**config.mk**
```make
export PLATFORM = sky130hd
export DESIGN_NAME = player_sprite_plotter_flat
export DESIGN_NICKNAME = d
export VERILOG_FILES = /design/src/rtl/sprite_pkg.sv /design/src/rtl/player_sprite_plotter_if.sv /design/src/rtl/player_sprite_mask.sv /design/src/rtl/player_sprite_plotter.sv /design/src/flat_wrapper.sv
export SDC_FILE = /design/constraint.sdc
export NUM_CORES = 1
export LEC_CHECK = 0
export BUFFER_PORTS_ARGS = -buffer_cell sky130_fd_sc_hd__buf_2
export CORE_MARGIN = 2
export CORE_UTILIZATION = 40
export CTS_BUF_LIST = sky130_fd_sc_hd__clkbuf_8
export DETAILED_ROUTE_END_ITERATION = 10
export PLACE_DENSITY = 0.65
export SYNTH_ARGS = -nofsm -noshare
export SYNTH_HDL_FRONTEND = slang
export SYNTH_HIERARCHICAL = 1
export SYNTH_SLANG_ARGS = --single-unit
export TNS_END_PERCENT = 20
```
**constraint.sdc**
```tcl
create_clock -name clock -period 2.93 [get_ports clock]
set_input_delay 0.293 -clock clock [delete_from_list [all_inputs] [get_ports clock]]
set_output_delay 0.293 -clock clock [all_outputs]
set_load 0.05 [all_outputs]
```
**src/rtl/sprite_pkg.sv**
```systemverilog
// Shared constants, colours and plotter state type for the player sprite path.
package sprite_pkg;

  localparam int unsigned SCREEN_W = 160;
  localparam int unsigned SCREEN_H = 120;

  localparam logic [2:0] BLACK = 3'b000;
  localparam logic [2:0] WHITE = 3'b111;

  localparam logic [6:0] PLAYER_Y  = 7'd99;
  localparam logic [7:0] PLAYER_X0 = 8'd14;
  localparam logic [7:0] PLAYER_X1 = 8'd54;
  localparam logic [7:0] PLAYER_X2 = 8'd94;
  localparam logic [7:0] PLAYER_X3 = 8'd134;

  typedef enum logic [1:0] {
    ST_IDLE,
    ST_PLOT,
    ST_DONE
  } plot_state_t;

  function automatic logic on_screen(input logic [8:0] sx, input logic [7:0] sy);
    return (sx < 9'(SCREEN_W)) && (sy < 8'(SCREEN_H));
  endfunction

endpackage

```
**src/rtl/player_sprite_plotter_if.sv**
```systemverilog
// Draw/erase request handshake between the movement control path and the plotter.
interface player_sprite_plotter_if;
  logic       req_valid;
  logic       req_ready;
  logic [7:0] req_x;
  logic [6:0] req_y;
  logic [2:0] req_colour;
  logic       req_erase;

  modport master (
    output req_valid, req_x, req_y, req_colour, req_erase,
    input  req_ready
  );

  modport slave (
    input  req_valid, req_x, req_y, req_colour, req_erase,
    output req_ready
  );
endinterface

```
**src/rtl/player_sprite_mask.sv**
```systemverilog
// Ship-shape lookup: 1 where the sprite cell (cx, cy) is part of the ship.
module player_sprite_mask (
  input  logic [3:0] cx,
  input  logic [3:0] cy,
  output logic       mask
);

  logic [15:0] row;

  // Bit n of a row is column n; the shape is left/right symmetric.
  always_comb begin
    row = '0;
    unique case (cy)
      4'd0:    row = 16'b0000000000110000;
      4'd1:    row = 16'b0000000000110000;
      4'd2:    row = 16'b0000000001111000;
      4'd3:    row = 16'b0000000001111000;
      4'd4:    row = 16'b0000000011111100;
      4'd5:    row = 16'b0000001011111101;
      4'd6:    row = 16'b0000001111111111;
      4'd7:    row = 16'b0000001111111111;
      4'd8:    row = 16'b0000001110110111;
      4'd9:    row = 16'b0000001100000011;
      default: row = '0;
    endcase
  end

  assign mask = row[cx];

endmodule

```
**src/rtl/player_sprite_plotter.sv**
```systemverilog
// Scans one SPR_W x SPR_H sprite block out to the VGA plot port per request.
// Optional ship-shape masking when PLAYER_SPRITE_MASK_EN is defined.
module player_sprite_plotter
  import sprite_pkg::*;
#(
  parameter int unsigned SPR_W = 10,
  parameter int unsigned SPR_H = 10
) (
  input  logic                   clock,
  input  logic                   reset,
  player_sprite_plotter_if.slave req,
  output logic [7:0]             vga_x,
  output logic [6:0]             vga_y,
  output logic [2:0]             vga_colour,
  output logic                   vga_plot,
  output logic                   busy,
  output logic                   done
);

  localparam logic [3:0] LAST_X = 4'(SPR_W - 1);
  localparam logic [3:0] LAST_Y = 4'(SPR_H - 1);

  plot_state_t state;
  logic [7:0]  x0;
  logic [6:0]  y0;
  logic [2:0]  col;
  logic [3:0]  cx, cy;

  logic [3:0]  nx, ny;
  logic [7:0]  bx;
  logic [6:0]  by;
  logic [2:0]  bc;
  logic [8:0]  sum_x;
  logic [7:0]  sum_y;
  logic        mask_bit;
  logic        pix_on;

  assign req.req_ready = (state == ST_IDLE) && !reset;
  assign busy          = (state != ST_IDLE);

  // Next pixel to register: in IDLE it is pixel 0 of the incoming request,
  // so the first pixel appears on the cycle right after acceptance.
  always_comb begin
    nx = '0;
    ny = '0;
    bx = x0;
    by = y0;
    bc = col;
    if (state == ST_IDLE) begin
      bx = req.req_x;
      by = req.req_y;
      bc = req.req_erase ? BLACK : req.req_colour;
    end else if (cx == LAST_X) begin
      ny = cy + 4'd1;
    end else begin
      nx = cx + 4'd1;
      ny = cy;
    end
    sum_x  = {1'b0, bx} + {5'b0, nx};
    sum_y  = {1'b0, by} + {4'b0, ny};
    pix_on = on_screen(sum_x, sum_y) && mask_bit;
  end

`ifdef PLAYER_SPRITE_MASK_EN
  player_sprite_mask u_mask (
    .cx   (nx),
    .cy   (ny),
    .mask (mask_bit)
  );
`else
  assign mask_bit = 1'b1;
`endif

  always_ff @(posedge clock) begin
    if (reset) begin
      state      <= ST_IDLE;
      x0         <= '0;
      y0         <= '0;
      col        <= '0;
      cx         <= '0;
      cy         <= '0;
      vga_x      <= '0;
      vga_y      <= '0;
      vga_colour <= '0;
      vga_plot   <= 1'b0;
      done       <= 1'b0;
    end else begin
      unique case (state)
        ST_IDLE: begin
          done     <= 1'b0;
          vga_plot <= 1'b0;
          if (req.req_valid) begin
            x0         <= bx;
            y0         <= by;
            col        <= bc;
            cx         <= nx;
            cy         <= ny;
            vga_x      <= sum_x[7:0];
            vga_y      <= sum_y[6:0];
            vga_colour <= bc;
            vga_plot   <= pix_on;
            state      <= ST_PLOT;
          end
        end
        ST_PLOT: begin
          if (cx == LAST_X && cy == LAST_Y) begin
            cx       <= '0;
            cy       <= '0;
            vga_plot <= 1'b0;
            done     <= 1'b1;
            state    <= ST_DONE;
          end else begin
            cx         <= nx;
            cy         <= ny;
            vga_x      <= sum_x[7:0];
            vga_y      <= sum_y[6:0];
            vga_colour <= bc;
            vga_plot   <= pix_on;
          end
        end
        ST_DONE: begin
          done  <= 1'b0;
          state <= ST_IDLE;
        end
        default: state <= ST_IDLE;
      endcase
    end
  end

endmodule
```
**src/flat_wrapper.sv**
```systemverilog
// flat-port wrapper written by rule: the top's interface ports become plain ports
module player_sprite_plotter_flat import sprite_pkg::*;
#(
  parameter int unsigned SPR_W = 10,
  parameter int unsigned SPR_H = 10
)
  (clock, reset, vga_x, vga_y, vga_colour, vga_plot, busy, done, req_req_valid, req_req_x, req_req_y, req_req_colour, req_req_erase, req_req_ready);
  player_sprite_plotter_if req_i ();
  input  logic clock;
  input  logic reset;
  output logic [7:0] vga_x;
  output logic [6:0] vga_y;
  output logic [2:0] vga_colour;
  output logic vga_plot;
  output logic busy;
  output logic done;
  input wire logic [$bits(req_i.req_valid)-1:0] req_req_valid;
  input wire logic [$bits(req_i.req_x)-1:0] req_req_x;
  input wire logic [$bits(req_i.req_y)-1:0] req_req_y;
  input wire logic [$bits(req_i.req_colour)-1:0] req_req_colour;
  input wire logic [$bits(req_i.req_erase)-1:0] req_req_erase;
  output wire logic [$bits(req_i.req_ready)-1:0] req_req_ready;
  assign req_i.req_valid = req_req_valid;
  assign req_i.req_x = req_req_x;
  assign req_i.req_y = req_req_y;
  assign req_i.req_colour = req_req_colour;
  assign req_i.req_erase = req_req_erase;
  assign req_req_ready = req_i.req_ready;
  player_sprite_plotter #(.SPR_W(SPR_W), .SPR_H(SPR_H)) u_core (.clock(clock), .reset(reset), .req(req_i), .vga_x(vga_x), .vga_y(vga_y), .vga_colour(vga_colour), .vga_plot(vga_plot), .busy(busy), .done(done));
endmodule
```
==> results of run 1 <==
==> repair_timing <==
| item | in CTS | in global routing |
|---|---|---|
| setup endpoints to repair | 1 | 2 |
| gates cloned | 0 | 0 |
| pin swaps | 0 | 1 |
| hold buffers | 0 | 0 |
| resized for setup | 1 | 6 |
==> kinds of logic (layout without fill, tap and decap cells) <==
kind of cell             count (synthesis)  in the layout  share of synthesized area (%)
AO/OA/AOI/OAI                           77             77                           18.2
multiplexers                            13             13                           5.12
flip-flops                              48             48                           35.4
buffers and inverters                   26             70                           4.79
AND/OR/NAND/NOR                        149            149                           26.3
XOR/XNOR                                10             10                           3.23
adder cells (fa/ha/maj)                 14             14                           7.00
==> state kept, by name (all words and copies together), names as in the netlist <==
| name | cells |
|---|---|
| u_core/state | 2 |
| u_core/vga_colour | 3 |
| u_core/done | 1 |
| u_core/vga_y | 7 |
| u_core/x0 | 8 |
| u_core/col | 3 |
| u_core/cy | 4 |
| u_core/cx | 4 |
| u_core/y0 | 7 |
| u_core/vga_plot | 1 |
| u_core/vga_x | 8 |
==> stage by stage <==
stage	cells	cell area [sq um]
floorplan	337	2720
global placement	453	3020
detailed placement	453	3020
CTS	461	3130
global route	461	3160
finish	461	3160
==> per-layer routing <==
layer,wire length [microns],vias to the layer above
li1,-,1254
met1,3100,1146
met2,3170,52
met3,281,9
met4,95,0
met5,0,-
==> cell usage after synthesis (3+ instances only) <==
| cell | number |
|---|---|
| a31oi_1 | 3 |
| nand3_1 | 12 |
| a211oi_1 | 8 |
| a21o_1 | 4 |
| o211ai_1 | 3 |
| a21oi_1 | 39 |
| nand4_1 | 3 |
| nor3_1 | 5 |
| or3_1 | 3 |
| inv_1 | 6 |
| nor2_1 | 25 |
| buf_2 | 8 |
| ha_1 | 12 |
| buf_6 | 3 |
| mux2_2 | 4 |
| nand3b_1 | 3 |
| nand2_1 | 78 |
| clkbuf_1 | 7 |
| nor3b_1 | 3 |
| mux2i_1 | 8 |
| xor2_1 | 5 |
| o21ai_0 | 5 |
| nand2b_1 | 3 |
| xnor2_1 | 5 |
| dfxtp_1 | 48 |
==> critical path: stages (launching register included) <==
cell      delay [ps]
dfxtp_2          360
inv_1             50
ha_1             180
and3b_1          230
buf_4            180
xnor2_1          120
nor2_1            90
ha_1             170
inv_1             60
fa_1             390
nand2b_4         170
a221oi_1         340
xor2_1           170
nand2_1           70
a21oi_1          140
==> cell type report <==
| class | count | area share [%] |
|---|---|---|
| clock inverters | 3 | 1.23 |
| multi-input cells | 263 | 52.4 |
| repair buffers | 55 | 9.67 |
| clock buffers | 5 | 2.18 |
| flip-flops and latches | 48 | 30.5 |
| inverters | 7 | 0.833 |
| well taps | 80 | 3.17 |
==> power groups by stage <==
stage          clock (W)  combinational (W)  sequential, W
6_report        0.000482           0.000350       0.000711
5_1_grt         0.000518           0.000382       0.000716
4_1_cts         0.000495           0.000350       0.000711
3_5_place_dp           0           0.000348       0.000726
3_3_place_gp           0           0.000347       0.000725
2_1_floorplan          0           0.000183       0.000799
==> final timing paths <==
path                                startpoint                           end  slack (ps)  cells past startpoint
setup reg to reg     u_core/cx[1]$_SDFFE_PP0P_  u_core/vga_y[6]$_SDFFE_PP0P_         170                     14
hold reg to reg   u_core/vga_x[7]$_SDFFE_PP0P_  u_core/vga_x[7]$_SDFFE_PP0P_         450                      2
hold / removal                    req_req_x[3]     u_core/x0[3]$_SDFFE_PP0P_         210                      3
setup / recovery     u_core/cx[1]$_SDFFE_PP0P_  u_core/vga_y[6]$_SDFFE_PP0P_         170                     14
==> results.toml, run 1 <==
[timing]
worst_pin_slew_ps = 955
period_minus_slack_ps = 2760
timing.final.ws_setup_ps = 169
setup_violations = 0
max_freq_mhz = 362
hold_viol = 0
slew_headroom_pct = 36.3
skew_ps = 10.6
fin_hold_ws_ps = 213
fin_setup_tns_ps = 0
drv_slew = 0
period_share_pct = 94.2

[final_layout]
nets = 416
final_common_cell = "nand2_1"
synthToLayoutAreaGrowth_pct = 16.2
ff_latch_area_sq_um = 963
n_antenna_cell = 0
multi_input_area_sq_um = 1650
drive_above_1_share_pct = 22.8
final_cell_mix = "nand2_1, dfxtp_1, buf_2"
finish.utilization_pct = 47.2
fillCellCount = 686

[power]
leakagePower_nw = 1.41
switching_share_pct = 32.0
ir_worst_vdd_mv = 0.280
power.total_w = 0.00154
p_comb_share_pct = 22.7
p_sw_w = 0.000494
p_per_area_nw_per_um2 = 489
p_int_w = 0.00105
power.share.sequential_pct = 46.1
clock_power_share_pct = 31.2

[place]
port_buffers = 43
dpl.hpwl_microns = 4840
gp_congestion = 0.865
place_ws_ps = -27.8

[yosys]
ys_seq_area_share_pct = 35.4
synth-edff-count = 0
syn_area_per_cell_sq_um = 8.06
synth_top_area_cell = "dfxtp_1"
syn_area_sq_um = 2720
synth_cells = 337
synth-seq-cells = 48
synthDistinctLibCells = 56
netlist.area_leader.share_pct = 35.4
async_reset_ff_share_pct = 0
synth_area_leaders = "dfxtp_1, nand2_1, a21oi_1"
yosys_warnings = 6
synth_nets = 373
ys.flop_type = "dfxtp_1"

[cts]
cts_buffers = 5
clk_latency_ps = 320
cts_max_level = 2
cts_num_sinks = 48
tritoncts = "built"
clockBufferDepth = 2
path_clk_slew_ps = 90
post-cts-setup-buffers = 0
cts_root_buffer = "clkbuf_8"

[global_routing]
use_met3_pct = 3.43
grt_start_max_net_pins = 48
grt_busiest_layer = "met2"
grt_pass1_wl_microns = 11000
use_met2_pct = 30.9
overflow = 0
use_met1_pct = 23.8
grt_pass1_vias = 2330
grt_usage_pct = 18.4
antenna_found_initial = 0

[die]
start_util_pct = 40.6
fp.dieH_microns = 86.4
die_area_sq_um = 7460
dieWidth_microns = 86.4
core-area_sq_um = 6680
rows = 30
ios = 44

[routing]
drtPass1Iterations = 4
drc = 0
wire_per_inst_microns = 14.4
drt_iter0_drc = 122
viasPerCell = 5.34
drtAntennaViolNets = 0
route.final.wire_length_microns = 6650
vias = 2461

[worst_setup_path]
crit_fanout = 6
critical_path_arrival_ps = 3000
start_kind = "register"
path_class = "register to register"
critPathRequiredTime_ps = 3170
end_kind = "register"

[run]
maxCapViolCount = 0

[hold_path]
hp-class = "primary input to register"

[outcome]
status = "complete, no violations"
(Power assumes the default switching activity.)
==> run 2: changes to the inputs <==
SETUP_SLACK_MARGIN = 0.5   (was unset)
==> results.toml, run 2 (synthesis gave the netlist of run 1 again) <==
[timing]
hold_viol = 0
period_minus_slack_ps = 2530
rsz0062_at_grt = "yes"
period_share_pct = 86.3
setup_violations = 0
skew_ps = 7.14
max_freq_mhz = 396
fin_setup_tns_ps = 0
slew_headroom_pct = 37.2
worst_pin_slew_ps = 941
drv_slew = 0

[place]
gp_congestion = 0.867
port_buffers = 43
placed_area_sq_um = 3060
dpl.hpwl_microns = 4780

[final_layout]
synthToLayoutAreaGrowth_pct = 20.7
final_common_cell = "nand2_1"
reg.largest.list = "u_core/vga_x (8), u_core/x0 (8)"
nets = 421
drive_above_1_share_pct = 27.7
fin_area_sq_um = 3280
n_antenna_cell = 0
final_cell_mix = "nand2_1, dfxtp_1, buf_2"
fillCellCount = 656
ff_latch_area_sq_um = 973
finish.utilization_pct = 49.0
multi_input_area_sq_um = 1740

[worst_setup_path]
start_kind = "register"
end_kind = "register"
critical_path_arrival_ps = 2720
rr_worst_depth = 12
critPathCapture = "u_core/vga_plot$_SDFFE_PP0P_"
worstReg2RegEnd = "u_core/vga_plot$_SDFFE_PP0P_"
reg2reg_from = "u_core/cx[1]$_SDFFE_PP0P_"
path_class = "register to register"
r2r_setup_slack_ps = 400
crit_fanout = 7
critPathRequiredTime_ps = 3120
cp-startpoint = "u_core/cx[1]$_SDFFE_PP0P_"

[outcome]
status = "complete, no violations"

[die]
die_area_sq_um = 7460
rows = 30
core-area_sq_um = 6680
start_util_pct = 40.6
fp.dieH_microns = 86.4
ios = 44
dieWidth_microns = 86.4

[global_routing]
grt_usage_pct = 19.7
grt_pass1_wl_microns = 11600
overflow = 0
antenna_found_initial = 0
grt_start_max_net_pins = 48
grt_pass1_vias = 2465

[routing]
wire_per_inst_microns = 14.8
vias = 2498
route.final.wire_length_microns = 6890
drtAntennaViolNets = 0
drc = 0
viasPerCell = 5.36
drtPass1Iterations = 4
drt_iter0_drc = 123

[cts]
cts_root_buffer = "clkbuf_8"
tritoncts = "built"
clk_latency_ps = 300
cts_num_sinks = 48
hold_buffers = 0
path_clk_slew_ps = 90
cts_buffers = 5
cts_max_level = 2
clockBufferDepth = 2

[power]
ir_worst_vdd_mv = 0.229
leakagePower_nw = 1.45
power.total_w = 0.00148
p_per_area_nw_per_um2 = 452

[hold_path]
hp-class = "primary input to register"
whs_path_depth = 3

[run]
maxCapViolCount = 0
run 2: cell count changes in the layout (fill, tap and decap cells not counted), sizes merged:
cell and change:
buf +5, bufinv -1, clkbuf +1, clkinv -1, inv +1
run 2: area by class of cell:
type                    count  area share [%]
clock buffers               6            2.52
multi-input cells         263            53.2
flip-flops and latches     48            29.7
repair buffers             60            10.5
well taps                  80            3.05
clock inverters             2           0.229
inverters                   7           0.878
run 2: critical path, stage by stage, from the launching register on:
cell and delay, ps:
dfxtp_2 350, inv_2 40, ha_4 150, and3b_2 260
nand2_1 100, xor2_1 160, nor2_1 60, ha_1 300
or2_4 280, a31oi_4 200, or3_4 150, nor4bb_4 290
o31ai_2 80
run 2: how the worst min path moves through the flow:
stage	start	end	slack (ps)
2_1_floorplan	reset	u_core/state[0]$_SDFFE_PP0P_	380
3_3_place_gp	u_core/vga_x[6]$_SDFFE_PP0P_	u_core/vga_x[6]$_SDFFE_PP0P_	440
3_5_place_dp	u_core/vga_x[6]$_SDFFE_PP0P_	u_core/vga_x[6]$_SDFFE_PP0P_	440
4_1_cts	req_req_y[6]	u_core/y0[6]$_SDFFE_PP0P_	230
5_1_grt	req_req_y[3]	u_core/y0[3]$_SDFFE_PP0P_	230
6_report	req_req_y[6]	u_core/y0[6]$_SDFFE_PP0P_	240
run 2: metrics by stage:
| stage | hold WS (ps) | std cells | setup slack, ps |
|---|---|---|---|
| 3_3_place_gp | 438 | 448 | 244 |
| 3_5_place_dp | 442 | 448 | 173 |
| 4_1_cts | 227 | 465 | 427 |
| 2_1_floorplan | 381 | 337 | 432 |
| 5_1_grt | 230 | 466 | 250 |
| 6_report | 237 | 466 | 403 |
run 2: timing repair:
action | in CTS | in global routing
buffers inserted | 9 | 1
resized for setup | 11 | 3
setup endpoints to repair | 17 | 14
pin swaps | 17 | 3
run 2: where the power goes:
part / internal [W] / switching (W)
Combinational: 0.000120 / 0.000248
Sequential: 0.000688 / 0.0000230
Clock: 0.000186 / 0.000214
Total: 0.000995 / 0.000485
run 2: per-layer routing:
| metal | vias up | GRT usage, % | part of all wire, % |
|---|---|---|---|
| li1 | 1265 | - | - |
| met1 | 1188 | 25.8 | 47 |
| met2 | 34 | 32.5 | 48 |
| met3 | 11 | 3.24 | 2.5 |
| met4 | 0 | 7.53 | 1.7 |
| met5 | - | 0 | 0 |
